## config.mk

```make
export PLATFORM = sky130hd
export DESIGN_NAME = piso_serializer
export DESIGN_NICKNAME = d
export VERILOG_FILES = /design/src/rtl/piso_serializer.sv
export SDC_FILE = /design/constraint.sdc
export NUM_CORES = 1
export LEC_CHECK = 0
export ABC_AREA = 1
export BUFFER_PORTS_ARGS = -buffer_cell sky130_fd_sc_hd__buf_2
export CAP_MARGIN = 20
export CORE_UTILIZATION = 60
export CTS_BUF_LIST = sky130_fd_sc_hd__clkbuf_2
export CTS_CLUSTER_DIAMETER = 80
export DETAILED_ROUTE_END_ITERATION = 6
export MAX_ROUTING_LAYER = met4
export PLACE_DENSITY = 0.9
export SLEW_MARGIN = 20
export SYNTH_ARGS = -nofsm -noshare
export SYNTH_HDL_FRONTEND = slang
export SYNTH_SLANG_ARGS = --single-unit
export TNS_END_PERCENT = 50
```

## constraint.sdc

```tcl
create_clock -name clk_i -period 2.4 [get_ports clk_i]
set_clock_uncertainty 0.05 [all_clocks]
set_input_delay 0.24 -clock clk_i [delete_from_list [all_inputs] [get_ports clk_i]]
set_output_delay 0.24 -clock clk_i [all_outputs]
set_load 0.005 [all_outputs]
```

## src/rtl/piso_serializer.sv

```systemverilog
// rtl/piso_serializer.sv - parallel-in/serial-out stage with one-word holding buffer
//
// Accepts WIDTH-bit words over a valid/ready handshake and shifts them out one
// bit per clock. A holding register lets the next word wait while the current
// one shifts, so back-to-back words form a gap-free bit stream.
//
// Ports:
//   clk_i         clock, all state updates on the rising edge
//   rst_ni        asynchronous active-low reset
//   din_i         parallel input word
//   din_valid_i   din_i holds a word
//   din_ready_o   holding register empty; accept on din_valid_i && din_ready_o
//   out_o         serial bit (IDLE_BIT when nothing is shifting)
//   out_valid_o   out_o carries a data bit
//   word_done_o   out_o carries the last bit of a word
//   busy_o        shifting, or holding register full
module piso_serializer #(
  parameter int   WIDTH     = 8,
  parameter bit   MSB_FIRST = 1'b1,
  parameter logic IDLE_BIT  = 1'b0
) (
  input  logic             clk_i,
  input  logic             rst_ni,
  input  logic [WIDTH-1:0] din_i,
  input  logic             din_valid_i,
  output logic             din_ready_o,
  output logic             out_o,
  output logic             out_valid_o,
  output logic             word_done_o,
  output logic             busy_o
);

  localparam int CW = $clog2(WIDTH);
  localparam logic [CW-1:0] LAST = CW'(WIDTH - 1);

  typedef enum logic {
    IDLE  = 1'b0,
    SHIFT = 1'b1
  } state_e;

  state_e           state_q, state_d;
  logic [WIDTH-1:0] hold_q, hold_d;
  logic             hold_full_q, hold_full_d;
  logic [WIDTH-1:0] sreg_q, sreg_d;
  logic [CW-1:0]    bitcnt_q, bitcnt_d;

  logic accept;
  logic out_bit;

  assign din_ready_o = !hold_full_q;
  assign accept      = din_valid_i && !hold_full_q;

  always_comb begin
    state_d     = state_q;
    hold_d      = hold_q;
    hold_full_d = hold_full_q;
    sreg_d      = sreg_q;
    bitcnt_d    = bitcnt_q;

    // An accept can never coincide with a reload: both need opposite values
    // of hold_full_q, so the reload below never overwrites a fresh accept.
    if (accept) begin
      hold_d      = din_i;
      hold_full_d = 1'b1;
    end

    case (state_q)
      IDLE: begin
        if (hold_full_q) begin
          sreg_d      = hold_q;
          hold_full_d = 1'b0;
          bitcnt_d    = '0;
          state_d     = SHIFT;
        end
      end
      SHIFT: begin
        if (MSB_FIRST) begin
          sreg_d = {sreg_q[WIDTH-2:0], 1'b0};
        end else begin
          sreg_d = {1'b0, sreg_q[WIDTH-1:1]};
        end
        bitcnt_d = bitcnt_q + CW'(1);
        if (bitcnt_q == LAST) begin
          bitcnt_d = '0;
          if (hold_full_q) begin
            // Reload straight from the buffer so no idle bit is inserted.
            sreg_d      = hold_q;
            hold_full_d = 1'b0;
          end else begin
            state_d = IDLE;
          end
        end
      end
      default: state_d = IDLE;
    endcase
  end

  always_ff @(posedge clk_i or negedge rst_ni) begin
    if (!rst_ni) begin
      state_q     <= IDLE;
      hold_q      <= '0;
      hold_full_q <= 1'b0;
      sreg_q      <= '0;
      bitcnt_q    <= '0;
    end else begin
      state_q     <= state_d;
      hold_q      <= hold_d;
      hold_full_q <= hold_full_d;
      sreg_q      <= sreg_d;
      bitcnt_q    <= bitcnt_d;
    end
  end

  // Outputs decode registered state only, so reset clears them immediately.
  assign out_bit     = MSB_FIRST ? sreg_q[WIDTH-1] : sreg_q[0];
  assign out_valid_o = (state_q == SHIFT);
  assign out_o       = out_valid_o ? out_bit : IDLE_BIT;
  assign word_done_o = (state_q == SHIFT) && (bitcnt_q == LAST);
  assign busy_o      = (state_q == SHIFT) || hold_full_q;

endmodule

```

==> impl_metrics.ini <==
[hold_path]
hold_path_end = hold_q[0]$_DFFE_PN0P_
holdPathStages = 3
hold_class = in -> reg
min_from = din_i[0]

[global_route]
grt_pass1_wl_um = 2610
track_usage = 0.196
grt_max_degree = 22
grt_pass1_vias = 636
antenna_found_initial = 0
grt_overflow = 0

[final_layout]
fillers = 123
drive_gt1_frac = 0.220
diodes = 0
syn_to_final_growth_pct = 9.05
final_common_cell = nand2_1
finalNetCount = 147
stdcell_area_um2 = 1100
layout_common_cells = nand2_1 (27), dfrtp_1 (21), inv_1 (17)

[logic_synthesis]
postSynthAreaPerCell_um2 = 8.78
synth_warnings = 0
synth_seq_cells = 21
ys_seq_area_frac = 0.520
synth_cells = 115
synth_nets = 129
syn_area_um2 = 1010
yosysUniqueCellTypes = 16

[critical_path]
reg2reg_slack_ns = 0.84
cp-start-kind = register
arrival_ns = 1.42
worstPathRequired_ns = 2.11
worst_path_largest_cell_delay_ns = 0.45
worstRegToRegCells = 8
cp-end-kind = output pin
cp_top_family = flip-flops
critPathKind = reg -> out
cpMaxStageDelayCell = dfrtp_1
cpMostUsedCell = ha_1
crit_path_max_fanout = 3
regToRegStartpoint = bitcnt_q[0]$_DFFE_PN0P_
worstPathCellList = ha_1, ha_1, nand2_1, inv_1, buf_2
rr_endpoint = sreg_q[1]$_DFFE_PN0P_
crit_buf_inv = 2

[detailed_routing]
routed_wl_um = 1580
wl_met3_um = 41
wl_met1_um = 811
via_per_inst = 4.98
via_count = 737
drtIter0Drc = 10
ant_nets = 0
dr.max_layer_used = met4
routedWlPerCell_um = 10.7
drc = 0
wl_met2_um = 713
dr.pass1.iters = 3

[placement]
place.port_buffers = 15
place_area_um2 = 1070
post-place-ws_ns = 0.867
place_congestion = 0.760
hpwl_um = 1190

[cts]
cts_root_buf = clkbuf_2
clock_sinks = 21
cts_tree = done
cts_buffer_depth = 2
post_cts_resized = 0
clkTransAtPathRegs_ns = 0.19
htree_num_levels = 1
insertion_delay_ns = 0.30
numCtsBuffers = 3

[sta]
fin_setup_tns_ns = 0
worst_slack_ns = 0.694
hold_violations = 0
min_period_over_period = 0.711
worstMarginPinSlew_ns = 0.444
drv_slew = 0
fmax_ghz = 0.586
period_needed_ns = 1.71
setup_viol = 0
slew_headroom = 0.704
whs_ns = 0.102
rsz0062_at_grt = no

[floorplanning]
core_um2 = 1540
dieArea_um2 = 1850
pin_count = 16
initial_core_util = 0.655
die_h_um = 43.0
fp-row-count = 14
die_x_um = 43.0

[status]
outcome = completed

[power_and_ir_drop]
p_per_area_nw_per_um2 = 1200
p_leak_nw = 0.628
irDropWorstVdd_uv = 773

[flow_run]
maxCapViolations = 0
flip-flops by register name, indices dropped and copies added (netlist names):
signal	count
hold_full_q	1
out_valid_o	1
hold_q	8
sreg_q	8
bitcnt_q	3
cell families after synthesis:
group           synth area share
simple gates               0.254
buf+inv                    0.110
flops                      0.520
compound gates            0.0781
fa+ha+maj                 0.0372
cell type report:
class / count / area (um2) / area share
sequential: 21 / 526 / 0.477
multi-input combinational: 71 / 373 / 0.339
timing repair buffer: 16 / 85.1 / 0.0773
inverter: 20 / 77.6 / 0.0705
clock buffer: 4 / 20.0 / 0.0182
tap: 16 / 20.0 / 0.0182
tightest hold or removal path: cells and delay by family:
| kind | cells | cell delay [ns] |
|---|---|---|
| AND/OR/NAND/NOR | 2 | 0.13 |
| buffers and inverters | 1 | 0.07 |
synthesized netlist by cell type:
cell | number | area (um2)
nand2_1 | 27 | 101
dfrtp_1 | 21 | 526
inv_1 | 17 | 63.8
nand3_1 | 15 | 75.1
nor2_1 | 9 | 33.8
a21oi_1 | 7 | 35.0
buf_6 | 3 | 33.8
ha_1 | 3 | 37.5
nand2_4 | 3 | 33.8
a22o_1 | 2 | 17.5
inv_2 | 2 | 7.51
nand2_2 | 2 | 12.5
a21oi_2 | 1 | 8.76
inv_4 | 1 | 6.26
o21ai_0 | 1 | 5.00
o22ai_2 | 1 | 12.5
power breakdown:
group	internal [mW]	switching [mW]
Combinational	0.229	0.341
Sequential	0.514	0.0956
Clock	0.0442	0.101
Total	0.787	0.537
worst max path at each step:
stage | slack (ns) | start | depth (start not counted) | end
detailed placement | 0.87 | bitcnt_q[0]$_DFFE_PN0P_ | 8 | sreg_q[1]$_DFFE_PN0P_
global route | 0.60 | bitcnt_q[0]$_DFFE_PN0P_ | 5 | word_done_o
global placement | 0.96 | bitcnt_q[0]$_DFFE_PN0P_ | 8 | sreg_q[2]$_DFFE_PN0P_
finish | 0.69 | bitcnt_q[0]$_DFFE_PN0P_ | 5 | word_done_o
CTS | 0.68 | bitcnt_q[0]$_DFFE_PN0P_ | 5 | word_done_o
floorplan | 1.03 | bitcnt_q[0]$_DFFE_PN0P_ | 8 | sreg_q[1]$_DFFE_PN0P_
metal layers:
metal,up-vias,GRT usage
li1,394,-
met1,327,0.271
met2,14,0.291
met3,2,0.0255
met4,0,0.0909
met5,-,-
what timing repair did:
item / 4_1_cts / 5_1_grt
hold buffers: 1 / 0
hold endpoints to repair: 21 / 0
buffers inserted: 0 / 0
per-stage QoR:
step	instances	total power, mW	utilization
2_1_floorplan	115	1.07	-
3_3_place_gp	143	1.16	0.695
3_5_place_dp	143	1.19	0.695
4_1_cts	148	1.33	0.714
5_1_grt	148	1.43	0.714
6_report	148	1.32	0.714
Note: power is estimated with default switching activity, not from simulation.
